### config.mk
export PLATFORM = sky130hd
export DESIGN_NAME = dm_arbiter
export DESIGN_NICKNAME = d
export VERILOG_FILES = /design/src/rtl/dm_arbiter.sv
export SDC_FILE = /design/constraint.sdc
export NUM_CORES = 1
export LEC_CHECK = 0
export CAP_MARGIN = 20
export CORE_MARGIN = 2
export CORE_UTILIZATION = 36
export CTS_CLUSTER_DIAMETER = 30
export DETAILED_ROUTE_END_ITERATION = 16
export PLACE_DENSITY = 0.86
export SETUP_SLACK_MARGIN = 0.2
export SYNTH_ARGS = -nofsm -noshare
export SYNTH_HDL_FRONTEND = slang
export SYNTH_SLANG_ARGS = --single-unit
export TNS_END_PERCENT = 100
### constraint.sdc
create_clock -name clk -period 1.6 [get_ports clk]
set_input_delay 0.32 -clock clk [delete_from_list [all_inputs] [get_ports clk]]
set_output_delay 0.32 -clock clk [all_outputs]
set_load 0.005 [all_outputs]
### src/rtl/dm_arbiter.sv
// dm_arbiter: two-port round-robin arbiter in front of a single data memory.
// Each access takes three cycles: grant (IDLE), memory command (ACCESS), and
// completion pulse (RESP). Misaligned or out-of-range accesses are rejected.
// A rejected access never reaches the memory, but it keeps the same timing.
module dm_arbiter #(
    parameter int unsigned ADDR_LIMIT = 2048
) (
    input  logic        clk,
    input  logic        rst_n,
    input  logic        req0,
    input  logic        wr0,
    input  logic [31:0] addr0,
    input  logic [31:0] wdata0,
    input  logic [1:0]  wbits0,
    input  logic [2:0]  rbits0,
    output logic        gnt0,
    output logic        done0,
    output logic [31:0] rdata0,
    output logic        err0,
    input  logic        req1,
    input  logic        wr1,
    input  logic [31:0] addr1,
    input  logic [31:0] wdata1,
    input  logic [1:0]  wbits1,
    input  logic [2:0]  rbits1,
    output logic        gnt1,
    output logic        done1,
    output logic [31:0] rdata1,
    output logic        err1,
    output logic        MemR,
    output logic        MemWr,
    output logic [1:0]  MemWrBits,
    output logic [2:0]  MemRBits,
    output logic [31:0] addr,
    output logic [31:0] data,
    input  logic [31:0] ReadData
);

    // MemR_* load codes shared with the data memory (lbu/lb need no alignment check)
    localparam logic [2:0] MEMR_LW  = 3'd0;
    localparam logic [2:0] MEMR_LHU = 3'd1;
    localparam logic [2:0] MEMR_LH  = 3'd2;
    localparam logic [1:0] WB_SW    = 2'b00;
    localparam logic [1:0] WB_SH    = 2'b01;

    typedef enum logic [1:0] {IDLE, ACCESS, RESP} state_t;

    state_t      state, state_next;
    logic        last_grant;
    logic        cur_port;
    logic        l_wr;
    logic [31:0] l_addr;
    logic [31:0] l_wdata;
    logic [1:0]  l_wbits;
    logic [2:0]  l_rbits;
    logic        any_req;
    logic        win;
    logic        is_word;
    logic        is_half;
    logic        acc_err;

    // Round-robin pick: a lone request wins; on a tie the port not granted last wins
    always_comb begin
        any_req = req0 | req1;
        if (req0 && req1) win = ~last_grant;
        else              win = req1;
    end

    // Reject misaligned word/halfword accesses and anything beyond the address bound
    always_comb begin
        is_word = l_wr ? (l_wbits == WB_SW) : (l_rbits == MEMR_LW);
        is_half = l_wr ? (l_wbits == WB_SH) : ((l_rbits == MEMR_LHU) || (l_rbits == MEMR_LH));
        acc_err = (is_word && (l_addr[1:0] != 2'b00)) ||
                  (is_half && l_addr[0]) ||
                  (l_addr >= ADDR_LIMIT);
    end

    // Next-state and all combinational outputs; memory command only exists in ACCESS
    always_comb begin
        state_next = state;
        gnt0       = 1'b0;
        gnt1       = 1'b0;
        done0      = 1'b0;
        done1      = 1'b0;
        MemR       = 1'b0;
        MemWr      = 1'b0;
        MemWrBits  = 2'b00;
        MemRBits   = 3'b000;
        addr       = 32'h0;
        data       = 32'h0;
        case (state)
            IDLE: begin
                if (any_req) begin
                    state_next = ACCESS;
                    gnt0       = ~win;
                    gnt1       = win;
                end
            end
            ACCESS: begin
                state_next = RESP;
                MemWr      = l_wr & ~acc_err;
                MemR       = ~l_wr & ~acc_err;
                MemWrBits  = l_wbits;
                MemRBits   = l_rbits;
                addr       = l_addr;
                data       = l_wdata;
            end
            RESP: begin
                state_next = IDLE;
                done0      = ~cur_port;
                done1      = cur_port;
            end
            default: state_next = IDLE;
        endcase
    end

    // State register
    always_ff @(posedge clk or negedge rst_n) begin
        if (!rst_n) state <= IDLE;
        else        state <= state_next;
    end

    // Latch the winning request and remember it for the next tie
    always_ff @(posedge clk or negedge rst_n) begin
        if (!rst_n) begin
            last_grant <= 1'b1;
            cur_port   <= 1'b0;
            l_wr       <= 1'b0;
            l_addr     <= 32'h0;
            l_wdata    <= 32'h0;
            l_wbits    <= 2'b00;
            l_rbits    <= 3'b000;
        end else if (state == IDLE && any_req) begin
            last_grant <= win;
            cur_port   <= win;
            l_wr       <= win ? wr1    : wr0;
            l_addr     <= win ? addr1  : addr0;
            l_wdata    <= win ? wdata1 : wdata0;
            l_wbits    <= win ? wbits1 : wbits0;
            l_rbits    <= win ? rbits1 : rbits0;
        end
    end

    // Capture the result at the end of ACCESS so it is stable when done pulses
    always_ff @(posedge clk or negedge rst_n) begin
        if (!rst_n) begin
            rdata0 <= 32'h0;
            rdata1 <= 32'h0;
            err0   <= 1'b0;
            err1   <= 1'b0;
        end else if (state == ACCESS) begin
            if (!cur_port) begin
                err0 <= acc_err;
                if (acc_err)   rdata0 <= 32'h0;
                else if (!l_wr) rdata0 <= ReadData;
            end else begin
                err1 <= acc_err;
                if (acc_err)   rdata1 <= 32'h0;
                else if (!l_wr) rdata1 <= ReadData;
            end
        end
    end

endmodule
==> impl_metrics.csv, run 1 <==
group,metric,value,unit
status,run_status,"finished, violations left",
status,violations,"negative setup slack",
clock_network,clk_pin_slew,0.07,ns
sta,min_period,2.20,ns
final_layout,drive_above_1_share,0.472,
clock_network,cts_made_buffers,17,
final_layout,final_cell_mix,"172 x clkdlybuf4s50_1, 136 x dfrtp_1, 126 x nand2_1",
worst_setup_path,worst-path-max-fanout,3,
grt,grt_pass1_vias,7444,
pwr,clkPwrFrac,0.178,
synthesis,synth.avg_cell_area,11.0,µm²
pwr,swShare,0.355,
place,place_area,10400,µm²
synthesis,synth_ff_type,"dfrtp_1",
worst_setup_path,arrival,1.88,ns
clock_network,cts-root-buf,"clkbuf_16",
sta,setup_ws,-0.604,ns
drt,vias,7166,
pwr,pwr-share-comb,0.587,
grt,grt_max_degree,48,
synthesis,ys_warn_count,0,
grt,grt_pass1_wl,42.8,mm
worst_setup_path,cp_data_required_time,1.28,ns
pwr,powerDensity,1670,nW/µm²
floorplanning,start_util,0.364,
pwr,ir_drop,1.09,mV
place,dp_hpwl,16.0,mm
sta,final_hold_viol_count,0,
sta,finClkSkew,0.0238,ns
synthesis,synth_cells,571,
place,place.gp.congestion,0.867,
sta,slew_viol_final,0,
final_layout,antenna_cells,0,
worst_setup_path,r2r_cells,12,
final_layout,finish.net_count,1264,
floorplanning,io-pin-count,317,
hold_path,hold_class,"in -> async",
drt,wl_per_cell,23.5,µm
worst_setup_path,r2r-start,"state[1]$_DFFE_PN0P_",
synthesis,synthArstFlopShare,1.00,
worst_setup_path,setup.worst_path.start_class,"register",
sta,worst_pin_slew,0.437,ns
drt,drtIter0Drc,419,
sta,fmax,454,MHz
place,port_buffers,316,
clock_network,clock_latency,0.44,ns
synthesis,synth_seq_cells,140,
synthesis,ys_seq_area_frac,0.560,
drt,drt_pass1_iterations,5,
worst_setup_path,crit_path_end_kind,"primary output",
synthesis,syn_area,6260,µm²
synthesis,synth_enable_flop_cells,0,
grt,antenna_found_initial,0,
pwr,power.leakage,6.42,nW
flow_run,drv_cap,0,
clock_network,cts_buffer_depth,2,
grt,overflow,0,
drt,ant_nets,0,
floorplanning,die_w,136,µm
sta,finalSetupViolCount,214,
pwr,p_seq_frac,0.235,
floorplanning,rows,48,
sta,rsz0062_at_grt,"yes",
floorplanning,dieArea,18500,µm²
final_layout,final_common_cell,"clkdlybuf4s50_1",
floorplanning,core,17200,µm²
final_layout,area_delta_synth_final,119,%
sta,relSlewSlack,0.709,
clock_network,htreeDepth,4,
drt,avgViaCountPerCell,5.40,
pwr,p_switching,8.09,mW
drt,drc_errors,0,
clock_network,clock-sinks,140,
final_layout,n_fill_cell,936,
worst_setup_path,r2r_slack,-0.58,ns
worst_setup_path,rr_endpoint,"rdata1[29]$_DFFE_PN0P_",
pwr,p_int,14.7,mW
final_layout,post-route-util,0.796,
synthesis,syn_nets,747,
sta,finalCritPeriodShare,1.38,
grt,track_usage,0.313,
floorplanning,chipHeight,136,µm
worst_setup_path,crit_type,"reg -> out",
drt,wirelength,31.2,mm
synthesis,synth_cell_types,35,
final_layout,final_cell_area,13700,µm²
clock_network,cts_tree,"yes",
## per-stage QoR
step                hold slack [ns]  instances  power, mW  setup slack, ns  TNS, ns
global placement              0.217       1137       12.7           -0.788   -87.20
finish                        0.367       1326       22.8           -0.604   -99.23
CTS                           0.348       1296       21.2           -0.607   -80.04
global route                  0.378       1326       23.6           -0.656  -108.93
floorplan                    0.0244        571       9.41           -0.125    -7.75
detailed placement            0.215       1137       12.9           -0.807   -91.26
## cell families after synthesis
kind of cell,count (synthesis),share of synthesized area
AOI/OAI and AO/OA,148,0.196
buffers and inverters,46,0.0448
DFF,140,0.560
muxes,8,0.0128
and+or+nand+nor,229,0.187
## layout make-up
type,instances,area (µm²),share of cell area
clock inverters,15,189,0.0138
inverters,2,12.5,0.000915
repair buffers,542,6130,0.448
clock buffers,17,425,0.0311
multi-input cells,385,3130,0.229
well taps,225,282,0.0206
flip-flops and latches,140,3510,0.256
## synthesized netlist by cell type (2+ instances only)
| cell type | count | area [µm²] |
|---|---|---|
| nor3b_1 | 2 | 15.0 |
| a2111oi_4 | 2 | 55.1 |
| mux2i_1 | 8 | 80.1 |
| a22oi_1 | 63 | 473 |
| nor4_4 | 4 | 85.1 |
| buf_2 | 8 | 40.0 |
| nand2_1 | 135 | 507 |
| o21ai_0 | 8 | 40.0 |
| nor2_1 | 7 | 26.3 |
| o31ai_2 | 2 | 25.0 |
| inv_1 | 2 | 7.51 |
| a22o_2 | 4 | 40.0 |
| a22o_1 | 60 | 526 |
| a21o_1 | 3 | 22.5 |
| buf_6 | 13 | 146 |
| and2_1 | 69 | 432 |
| dfrtp_1 | 139 | 3480 |
| and2b_1 | 2 | 15.0 |
| a31oi_1 | 2 | 12.5 |
| clkbuf_1 | 23 | 86.3 |
## worst max-delay path, cell delays in order (launching register included)
cell and delay, ns:
dfrtp_1 0.43, nor4_4 0.40, nand4_4 0.16, nor2_4 0.13, and4b_1 0.21, buf_2 0.14
## power by group through the flow
stage	clock (mW)	sequential [mW]	combinational (mW)
after global routing	4.22	5.43	13.9
final	4.06	5.35	13.4
after global placement	0	5.21	7.49
after detailed placement	0	5.27	7.63
after CTS	4.05	5.24	11.9
after floorplan	0	5.18	4.23
## flip-flops by register name, summed over array words and instances, names as in the netlist
name / count
last_grant: 1
rdata0: 32
l_wdata: 32
cur_port: 1
l_wr: 1
err1: 1
l_addr: 32
rdata1: 32
l_wbits: 2
err0: 1
state: 2
l_rbits: 3
## worst max-delay path by stage
stage                                 from                      to  slack, ns
floorplan           l_addr[16]$_DFFE_PN0P_  rdata0[10]$_DFFE_PN0P_      -0.12
global placement                      req1   l_addr[1]$_DFFE_PN0P_      -0.79
detailed placement                    req1   l_addr[1]$_DFFE_PN0P_      -0.81
CTS                 l_addr[24]$_DFFE_PN0P_                   MemWr      -0.61
global route          state[1]$_DFFE_PN0P_  rdata0[30]$_DFFE_PN0P_      -0.66
finish              l_addr[12]$_DFFE_PN0P_                    MemR      -0.60
## what timing repair did
| action | 4_1_cts | 5_1_grt |
|---|---|---|
| gates resized for setup | 595 | 106 |
| pin swaps | 83 | 42 |
| cloned | 27 | 6 |
| buffers inserted | 99 | 24 |
| hold buffers | 1 | 0 |
| endpoints found under the setup margin | 279 | 257 |
| endpoints found under the hold margin | 20 | 0 |
## layer usage
layer | track usage | up-vias | wire length (µm)
li1 | - | 3084 | -
met3 | 0.0835 | 112 | 2590
met1 | 0.357 | 3533 | 11200
met2 | 0.542 | 437 | 15800
met5 | 0 | - | 0
met4 | 0.157 | 0 | 1570
Power figures use the tool's default switching activity.
==> run 2: changes to the inputs <==
- CORE_UTILIZATION: 36 -> 35
- HOLD_SLACK_MARGIN: unset -> 0.08
- PLACE_DENSITY: 0.86 -> 0.85
- SETUP_SLACK_MARGIN: 0.2 -> 0.5
==> run 2 against run 1 <==
Net effect: the flow still finishes with violations (negative setup slack); combinational power about the same; total power fell by 0.30%; fmax shrank 2.9%; first-iteration DRC count down 13%; hold slack improved by 0.011 ns; clock skew is 0.0095 ns lower; routed wire length is 1.4% lower.
==> impl_metrics.csv, run 2 (synthesized netlist as in run 1, its figures left out) <==
group,metric,value,unit
pwr,clkPwrFrac,0.188,
flow_run,drv_cap,0,
sta,finalCritPeriodShare,1.42,
final_layout,drive_above_1_share,0.522,
final_layout,post-route-util,0.771,
worst_setup_path,cp_data_required_time,1.28,ns
grt,antenna_found_initial,1,
sta,relSlewSlack,0.707,
worst_setup_path,worst_path_max_delay_cell,"dfrtp_1",
grt,grt_pass1_wl,37.3,mm
sta,fmax,441,MHz
worst_setup_path,setup.worst_path.start_class,"register",
sta,min_period,2.27,ns
status,run_status,"finished, violations left",
worst_setup_path,critical_path.max_stage_delay,0.40,ns
worst_setup_path,crit_type,"reg -> out",
final_layout,finish.net_count,1265,
sta,setup_ws,-0.670,ns
worst_setup_path,crit_chain,"nor4_4 > nand4_4 > nor2_4 > buf_6 > and4b_1 > buf_2",
final_layout,area_delta_synth_final,114,%
sta,fin_hold_ws,0.378,ns
clock_network,clock_latency,0.43,ns
drt,vias,7098,
worst_setup_path,crit_path_end_kind,"primary output",
drt,wirelength,30.7,mm
pwr,swShare,0.348,
clock_network,cts_buffer_depth,2,
floorplanning,io-pin-count,317,
pwr,p_switching,7.91,mW
grt,grt_pass1_vias,6658,
status,violations,"negative setup slack",
worst_setup_path,worst-path-max-fanout,3,
place,port_buffers,316,
clock_network,htreeDepth,4,
place,place.gp.congestion,0.854,
pwr,powerDensity,1690,nW/µm²
final_layout,antenna_cells,0,
clock_network,clk_pin_slew,0.07,ns
floorplanning,rows,48,
pwr,p_int,14.8,mW
hold_path,hold_class,"in -> async",
sta,setup-tns-final,-80.71,ns
pwr,p_seq_frac,0.233,
drt,wl_per_cell,23.1,µm
pwr,pwr-share-comb,0.580,
grt,overflow,0,
worst_setup_path,arrival,1.95,ns
drt,drtIter0Drc,366,
sta,finalSetupViolCount,212,
drt,avgViaCountPerCell,5.35,
drt,ant_nets,0,
worst_setup_path,r2r_slack,-0.51,ns
clock_network,cts_tree,"yes",
sta,rsz0062_at_grt,"yes",
drt,drt_pass1_iterations,5,
pwr,power.leakage,6.44,nW
final_layout,final_common_cell,"clkdlybuf4s50_1",
drt,drc_errors,0,
clock_network,cts-root-buf,"clkbuf_16",
floorplanning,core,17400,µm²
clock_network,clock-sinks,140,
place,dp_hpwl,16.5,mm
floorplanning,chipHeight,138,µm
grt,grt_max_degree,43,
floorplanning,dieArea,19000,µm²
place,placed_cells,1138,
floorplanning,die_w,138,µm
sta,finClkSkew,0.0143,ns
sta,final_hold_viol_count,0,
sta,slew_viol_final,0,
final_layout,final_cell_mix,"174 x clkdlybuf4s50_1, 137 x dfrtp_1, 131 x buf_6",
pwr,ir_drop,1.09,mV
floorplanning,start_util,0.359,
grt,track_usage,0.266,
sta,worst_pin_slew,0.427,ns
final_layout,fin_cells,1327,
clock_network,cts_made_buffers,17,
[run 2: changes by cell type in the layout (fill, tap and decap cells not counted), sizes merged]
cell,previous run,this run
buf,294,290
bufbuf,1,0
bufinv,0,2
clkbuf,36,94
clkdlybuf4s15,53,0
clkdlybuf4s50,172,174
clkinv,9,3
dlygate4sd2,1,0
dlymetal6s2s,1,0
inv,8,12
or3,1,2
[run 2: final timing paths]
kind | end | startpoint | cells after the start
max | MemR | l_addr[19]$_DFFE_PN0P_ | 6
max reg2reg | rdata1[9]$_DFFE_PN0P_ | state[1]$_DFFE_PN0P_ | 10
min reg2reg | rdata1[4]$_DFFE_PN0P_ | rdata1[4]$_DFFE_PN0P_ | 1
max in group asynchronous | rdata0[13]$_DFFE_PN0P_ | rst_n | 3
min | l_wdata[15]$_DFFE_PN0P_ | rst_n | 2
min in group clk | l_wdata[14]$_DFFE_PN0P_ | wdata1[14] | 3
[run 2: per-layer routing]
metal | track usage | up-vias | part of all wire
li1 | - | 3076 | -
met1 | 0.314 | 3551 | 0.38
met2 | 0.456 | 393 | 0.50
met3 | 0.0714 | 76 | 0.080
met4 | 0.112 | 2 | 0.038
met5 | 0 | - | 0.00042
[run 2: critical path, delay by kind of cell (launching register included)]
family / cells / cell delay [ns]
buffers and inverters: 2 / 0.26
DFF: 1 / 0.40
and+or+nand+nor: 4 / 0.86
[run 2: timing repair]
action                                  CTS  global route
buffers inserted                         44            72
hold endpoints to repair                 35             0
hold buffers                              1             0
pin swaps                                23           128
endpoints found under the setup margin  280           281
gates resized for setup                 441           254
gates cloned                             12            28
[run 2: area by class of cell]
| cell class | count | area, µm² |
|---|---|---|
| inverter | 2 | 10.0 |
| multi-input combinational | 386 | 3140 |
| sequential | 140 | 3510 |
| timing repair buffer | 542 | 5860 |
| tap | 225 | 282 |
| clock buffer | 17 | 425 |
| clock inverter | 15 | 196 |
| fill | 1049 | 4000 |
[run 2: through the flow]
stage	total power, mW	area (µm²)	setup WS [ns]
4_1_cts	19.3	12100	-0.699
3_5_place_dp	13.0	10500	-0.648
5_1_grt	23.6	13400	-0.741
3_3_place_gp	12.8	10500	-0.655
2_1_floorplan	9.49	6790	-0.125
6_report	22.7	13400	-0.670
[run 2: power groups by stage]
stage | sequential [mW] | combinational [mW] | clock (mW)
detailed placement | 5.24 | 7.79 | 0
global route | 5.39 | 13.8 | 4.47
finish | 5.29 | 13.2 | 4.27
CTS | 5.19 | 9.87 | 4.26
global placement | 5.17 | 7.67 | 0
floorplan | 5.19 | 4.30 | 0
